File: config.mk
export PLATFORM = sky130hd
export DESIGN_NAME = conv3x3_addtree_seq
export DESIGN_NICKNAME = d
export VERILOG_FILES = /design/src/rtl/conv3x3_addtree_seq_pkg.sv /design/src/rtl/cal_addtree_int8_x9.sv /design/src/rtl/conv3x3_addtree_seq.sv
export SDC_FILE = /design/constraint.sdc
export NUM_CORES = 1
export LEC_CHECK = 0
export ABC_AREA = 1
export BUFFER_PORTS_ARGS = -buffer_cell sky130_fd_sc_hd__buf_2
export CELL_PAD_IN_SITES_DETAIL_PLACEMENT = 1
export CELL_PAD_IN_SITES_GLOBAL_PLACEMENT = 2
export CORE_MARGIN = 1
export CORE_UTILIZATION = 50
export DETAILED_ROUTE_END_ITERATION = 16
export GPL_TIMING_DRIVEN = 0
export PLACE_DENSITY_LB_ADDON = 0.05
export SYNTH_ARGS = -nofsm -noshare
export SYNTH_HDL_FRONTEND = slang
export SYNTH_SLANG_ARGS = --single-unit
File: constraint.sdc
create_clock -name clk -period 23.4 [get_ports clk]
set_input_delay 1.17 -clock clk [delete_from_list [all_inputs] [get_ports clk]]
set_output_delay 1.17 -clock clk [all_outputs]
set_load 0.1 [all_outputs]
File: src/rtl/conv3x3_addtree_seq_pkg.sv
// Shared types and widths for the 3x3 streaming window-sum block.
// The RELU option (macro CONV3X3_RELU_EN) is resolved in the top module.
package conv3x3_addtree_seq_pkg;

    localparam int PIX_W = 8;
    localparam int SUM_W = 10;

    typedef enum logic [2:0] {
        ST_IDLE  = 3'd0,
        ST_FILL  = 3'd1,
        ST_RUN   = 3'd2,
        ST_DRAIN = 3'd3,
        ST_DONE  = 3'd4
    } state_t;

    function automatic logic signed [SUM_W-1:0] sext_pix(input logic signed [PIX_W-1:0] p);
        return {{(SUM_W-PIX_W){p[PIX_W-1]}}, p};
    endfunction

endpackage

File: src/rtl/cal_addtree_int8_x9.sv
// Nine-input signed adder tree with ADDTREE_LAT register stages.
// Three 3-input partial sums, then a final 3-input add, then extra delay stages.
module cal_addtree_int8_x9
    import conv3x3_addtree_seq_pkg::*;
#(
    parameter int ADDTREE_LAT = 2
) (
    input  logic                    clk,
    input  logic                    rst_n,
    input  logic signed [PIX_W-1:0] din [9],
    output logic signed [SUM_W-1:0] sum_out
);

    logic signed [SUM_W-1:0] part_d [3];

    always_comb begin
        for (int k = 0; k < 3; k++) begin
            part_d[k] = sext_pix(din[3*k]) + sext_pix(din[3*k+1]) + sext_pix(din[3*k+2]);
        end
    end

    generate
        if (ADDTREE_LAT == 0) begin : g_comb
            assign sum_out = part_d[0] + part_d[1] + part_d[2];
        end else begin : g_pipe
            logic signed [SUM_W-1:0] part_p0_q [3];
            logic signed [SUM_W-1:0] total_d;

            // stage p0: partial sums registered
            always_ff @(posedge clk or negedge rst_n) begin
                if (!rst_n) begin
                    for (int k = 0; k < 3; k++) part_p0_q[k] <= '0;
                end else begin
                    part_p0_q <= part_d;
                end
            end

            assign total_d = part_p0_q[0] + part_p0_q[1] + part_p0_q[2];

            if (ADDTREE_LAT == 1) begin : g_out1
                assign sum_out = total_d;
            end else begin : g_outn
                logic signed [SUM_W-1:0] total_p_q [ADDTREE_LAT-1];

                // stages p1..: final sum and trailing delay registers
                always_ff @(posedge clk or negedge rst_n) begin
                    if (!rst_n) begin
                        for (int k = 0; k < ADDTREE_LAT-1; k++) total_p_q[k] <= '0;
                    end else begin
                        total_p_q[0] <= total_d;
                        for (int k = 1; k < ADDTREE_LAT-1; k++) total_p_q[k] <= total_p_q[k-1];
                    end
                end

                assign sum_out = total_p_q[ADDTREE_LAT-2];
            end
        end
    endgenerate

endmodule

File: src/rtl/conv3x3_addtree_seq.sv
// Streaming 3x3 window-sum over a raster frame: line buffers, window regs, adder tree.
// Define CONV3X3_RELU_EN to clamp negative window sums to zero.
module conv3x3_addtree_seq
    import conv3x3_addtree_seq_pkg::*;
#(
    parameter int IMG_W       = 28,
    parameter int IMG_H       = 28,
    parameter int ADDTREE_LAT = 2
) (
    input  logic                    clk,
    input  logic                    rst_n,
    input  logic                    start,
    input  logic                    pix_valid,
    input  logic signed [PIX_W-1:0] pix_data,
    output logic                    pix_ready,
    output logic                    sum_valid,
    output logic signed [SUM_W-1:0] sum_data,
    output logic                    busy,
    output logic                    frame_done
);

    localparam int CW = $clog2(IMG_W);
    localparam int RW = $clog2(IMG_H);
    localparam logic [CW-1:0] COL_LAST = CW'(IMG_W - 1);
    localparam logic [RW-1:0] ROW_LAST = RW'(IMG_H - 1);
    localparam logic [CW-1:0] COL_TWO  = CW'(2);
    localparam logic [RW-1:0] ROW_TWO  = RW'(2);

    state_t                  state_q;
    logic                    pix_ready_q, busy_q, frame_done_q;
    logic [RW-1:0]           row_q, row_d;
    logic [CW-1:0]           col_q, col_d;
    logic                    accept, last_pix, win_done;
    logic signed [PIX_W-1:0] lb0_q [IMG_W];
    logic signed [PIX_W-1:0] lb0_d [IMG_W];
    logic signed [PIX_W-1:0] lb1_q [IMG_W];
    logic signed [PIX_W-1:0] lb1_d [IMG_W];
    logic signed [PIX_W-1:0] win_q [9];
    logic signed [PIX_W-1:0] win_d [9];
    logic [ADDTREE_LAT:0]    vld_q, vld_d;
    logic signed [SUM_W-1:0] tree_sum, sum_data_q, sum_data_d;
    logic                    sum_valid_q, sum_valid_d;

    function automatic logic signed [SUM_W-1:0] post_proc(input logic signed [SUM_W-1:0] s);
`ifdef CONV3X3_RELU_EN
        return s[SUM_W-1] ? '0 : s;
`else
        return s;
`endif
    endfunction

    assign accept   = pix_valid & pix_ready_q;
    assign last_pix = (row_q == ROW_LAST) && (col_q == COL_LAST);
    assign win_done = accept && (row_q >= ROW_TWO) && (col_q >= COL_TWO);

    always_comb begin
        row_d = row_q;
        col_d = col_q;
        if (state_q == ST_IDLE && start) begin
            row_d = '0;
            col_d = '0;
        end else if (accept) begin
            if (col_q == COL_LAST) begin
                col_d = '0;
                row_d = row_q + 1'b1;
            end else begin
                col_d = col_q + 1'b1;
            end
        end
    end

    // Window columns shift left; the new right column is {two rows up, one row up, current}.
    always_comb begin
        lb0_d = lb0_q;
        lb1_d = lb1_q;
        win_d = win_q;
        if (accept) begin
            lb0_d[0] = pix_data;
            lb1_d[0] = lb0_q[IMG_W-1];
            for (int i = 1; i < IMG_W; i++) begin
                lb0_d[i] = lb0_q[i-1];
                lb1_d[i] = lb1_q[i-1];
            end
            for (int r = 0; r < 3; r++) begin
                win_d[3*r]   = win_q[3*r+1];
                win_d[3*r+1] = win_q[3*r+2];
            end
            win_d[2] = lb1_q[IMG_W-1];
            win_d[5] = lb0_q[IMG_W-1];
            win_d[8] = pix_data;
        end
    end

    always_comb begin
        vld_d[0] = win_done;
        for (int i = 1; i <= ADDTREE_LAT; i++) vld_d[i] = vld_q[i-1];
        sum_valid_d = vld_q[ADDTREE_LAT];
        sum_data_d  = vld_q[ADDTREE_LAT] ? post_proc(tree_sum) : sum_data_q;
    end

    always_ff @(posedge clk) begin
        lb0_q <= lb0_d;
        lb1_q <= lb1_d;
    end

    always_ff @(posedge clk or negedge rst_n) begin
        if (!rst_n) begin
            row_q       <= '0;
            col_q       <= '0;
            vld_q       <= '0;
            sum_valid_q <= 1'b0;
            sum_data_q  <= '0;
            for (int k = 0; k < 9; k++) win_q[k] <= '0;
        end else begin
            row_q       <= row_d;
            col_q       <= col_d;
            vld_q       <= vld_d;
            sum_valid_q <= sum_valid_d;
            sum_data_q  <= sum_data_d;
            win_q       <= win_d;
        end
    end

    // DRAIN ends once the final sum has been presented and nothing remains in flight.
    always_ff @(posedge clk or negedge rst_n) begin
        if (!rst_n) begin
            state_q      <= ST_IDLE;
            pix_ready_q  <= 1'b0;
            busy_q       <= 1'b0;
            frame_done_q <= 1'b0;
        end else begin
            frame_done_q <= 1'b0;
            case (state_q)
                ST_IDLE: begin
                    if (start) begin
                        state_q     <= ST_FILL;
                        pix_ready_q <= 1'b1;
                        busy_q      <= 1'b1;
                    end
                end
                ST_FILL: begin
                    if (accept && last_pix) begin
                        state_q     <= ST_DRAIN;
                        pix_ready_q <= 1'b0;
                    end else if (accept && row_q == ROW_TWO && col_q == COL_TWO) begin
                        state_q <= ST_RUN;
                    end
                end
                ST_RUN: begin
                    if (accept && last_pix) begin
                        state_q     <= ST_DRAIN;
                        pix_ready_q <= 1'b0;
                    end
                end
                ST_DRAIN: begin
                    if (sum_valid_q && vld_q == '0) begin
                        state_q      <= ST_DONE;
                        frame_done_q <= 1'b1;
                    end
                end
                ST_DONE: begin
                    state_q <= ST_IDLE;
                    busy_q  <= 1'b0;
                end
                default: begin
                    state_q     <= ST_IDLE;
                    pix_ready_q <= 1'b0;
                    busy_q      <= 1'b0;
                end
            endcase
        end
    end

    cal_addtree_int8_x9 #(
        .ADDTREE_LAT(ADDTREE_LAT)
    ) u_addtree (
        .clk    (clk),
        .rst_n  (rst_n),
        .din    (win_q),
        .sum_out(tree_sum)
    );

    assign pix_ready  = pix_ready_q;
    assign sum_valid  = sum_valid_q;
    assign sum_data   = sum_data_q;
    assign busy       = busy_q;
    assign frame_done = frame_done_q;

endmodule

==> flow_metrics.py <==
metrics = {
    "finish": {
        "layout_commonest_cell": "edfxtp_1",
        "most-common-layout-cells": "edfxtp_1 (448), nand2_1 (267), dfrtp_1 (142)",
        "drive_gt1_share_pct": 11.0,
        "final_nets": 1348,
        "syn_to_final_growth_pct": 14.0,
        "final_util_pct": 58.4,
        "diodes": 0,
        "finalNonFillerCells": 1834,
    },
    "sta": {
        "fin_crit_sh_pct": 13.0,
        "setup_viol": 0,
        "hold_violations": 0,
        "fin_skew_ns": 0.0147,
        "max_freq_mhz": 328,
        "setup_slack_ns": 20.35,
        "drv_slew": 0,
        "fin_crit_ns": 3.05,
        "worst_slew_pin_slew_ns": 0.878,
        "final.setup.tns_ns": 0,
        "relSlewSlack_pct": 41.4,
        "rsz0062_at_grt": "no",
    },
    "yosys": {
        "synth.area.mux_share_pct": 0.548,
        "netlist.area_leader.share_pct": 65.5,
        "yosysSeqAreaShare_pct": 82.8,
        "synthSimpleGateAreaFrac_pct": 6.82,
        "synth_fa_ha_area_share_pct": 5.80,
        "yosysTopAreaCell": "edfxtp_1",
        "synth_xor_area_share_pct": 1.24,
        "synth_top_family_by_area": "simple AND/OR/NAND/NOR gates",
        "synth-seq-cells": 590,
        "yosys_warnings": 0,
        "syn_nets": 1256,
        "syn_area_per_cell_sq_um": 17.5,
        "synth_compound_area_share_pct": 1.43,
        "synth.cell_area_sq_um": 20500,
        "synth_cell_types": 31,
        "synthCells": 1171,
        "synth.area.top_cells": "edfxtp_1 (65%), dfrtp_1 (17%), nand2_1 (4.9%), fa_1 (3.6%), ha_1 (2.2%)",
    },
    "routing": {
        "routed_wl_mm": 32.0,
        "ant_nets": 0,
        "wl_per_cell_um": 17.4,
        "drt-initial-drc-count": 454,
        "drc_errors": 0,
        "vias_per_cell": 4.98,
        "dr_total_vias": 9134,
        "dr.pass1.iters": 4,
    },
    "place": {
        "place_inst": 1729,
        "dp_slack_ns": 19.66,
        "port_buffers": 25,
        "dp_hpwl_mm": 19.7,
        "gp_congestion": 0.763,
    },
    "grt": {
        "grt_start_max_net_pins": 91,
        "grt_pass1_vias": 9588,
        "grt_pass1_wl_mm": 51.5,
        "overflow": 0,
        "antenna_found_initial": 0,
        "grt_usage_pct": 16.2,
    },
    "flow_run": {
        "timing.max_cap.violations": 0,
    },
    "die": {
        "die_y_um": 205,
        "initial_core_util_pct": 51.2,
        "dieWidth_um": 205,
        "coreArea_sq_um": 40100,
        "num_io_pins": 26,
        "dieArea_sq_um": 41900,
        "rows": 73,
    },
    "critical_path": {
        "cp.required_ns": 23.68,
        "critPathArrivalTime_ns": 3.33,
        "start_kind": "input port",
        "critPathKind": "input port to flip-flop",
        "cp_max_fo": 67,
        "end_kind": "flip-flop",
    },
    "clock_tree": {
        "tritoncts": "yes",
        "cts-buffers-inserted": 57,
        "clk_latency_ns": 0.61,
        "cts.sinks": 590,
        "holdBufCountCts": 0,
        "cts_resized": 0,
        "cts.htree.levels": 2,
        "cts_setup_buffers": 0,
        "ctsLongestPathBuffers": 3,
        "clock-root-buffer": "clkbuf_16",
        "cts.reportedPaths.clkPinSlew_ns": 0.05,
    },
    "status": {
        "status": "complete, no violations",
    },
    "power_and_ir_drop": {
        "ir_drop_mv": 0.0689,
        "power.total_mw": 3.56,
        "p_per_area_nw_per_um2": 152,
        "p_leak_nw": 8.94,
    },
    "hold_path": {
        "min_path_type": "flip-flop to flip-flop",
    },
}
## report_power, final
group | switching (mW) | internal (mW)
Clock | 0.374 | 0.530
Sequential | 0.127 | 1.46
Combinational | 0.682 | 0.383
## kinds of logic after synthesis
group,after synthesis
buf+inv,72
simple gates,345
compound gates,52
fa+ha+maj,73
xor+xnor,29
mux,10
flops,590
## registers in the layout, summed over array words and instances (netlist names), 5 cells and up
signal                      count
lb0_q                         224
u_addtree.sum_out              10
row_q                           5
sum_data                       10
u_addtree.g_pipe.part_p0_q     30
col_q                           5
win_q                          72
lb1_q                         224
## cell usage after synthesis
library cell and number:
clkbuf_1 7, o21ai_1 1, o22ai_1 2, a21oi_1 17, inv_2 5, buf_2 7
a21o_1 7, nand2_4 2, ha_1 36, nor2_1 27, inv_1 50, edfxtp_1 448
a41oi_1 1, xnor2_1 8, nand2_2 1, a31oi_1 6, o21a_1 1, xor2_1 21
nand2_1 267, o21ai_0 17, nand3b_1 1, dfrtp_1 142, nand3_1 32, fa_1 37
nand4_1 7, nor2_2 1, nor3_1 6, mux2_2 10, inv_4 1, buf_1 2
nand4_4 1
## layout make-up
class	instances	area [sq um]
fill	3534	16700
tap	525	657
timing repair buffer	33	344
inverter	56	213
buffer	16	72.6
clock buffer	77	1580
multi-input combinational	509	3250
sequential	590	17000
clock inverter	28	289
## worst paths after layout
| check | from | to | slack [ns] | depth (start not counted) |
|---|---|---|---|---|
| max | pix_valid | lb0_q[133] | 20.35 | 7 |
| min | vld_q[1] | vld_q[2] | 0.39 | 0 |
| max reg2reg | pix_ready | lb0_q[133] | 20.64 | 6 |
| min reg2reg | vld_q[1] | vld_q[2] | 0.39 | 0 |
| max in group asynchronous | rst_n | win_q[42] | 21.96 | 2 |
| min in group asynchronous | rst_n | state_q[2] | 0.64 | 1 |
## per-stage QoR
| step | instance area, sq um | hold slack [ns] |
|---|---|---|
| finish | 23400 | 0.386 |
| global route | 23400 | 0.413 |
| CTS | 23400 | 0.396 |
| detailed placement | 21500 | 0.383 |
| global placement | 21300 | 0.362 |
| floorplan | 20500 | 0.355 |
## layer usage
layer	wire, um	vias up	track usage (%)
met1	15500	4655	23.1
met2	14700	107	25.0
met4	861	0	6.29
met3	987	58	2.94
li1	-	4314	-
met5	0	-	0
## worst max-delay path, cell delays in order
cell and delay (ns):
buf_2 0.08, nand2_1 0.20, inv_2 0.30, clkbuf_4 0.52, buf_12 0.32, buf_16 0.32, buf_16 0.32
(Power assumes the default switching activity.)
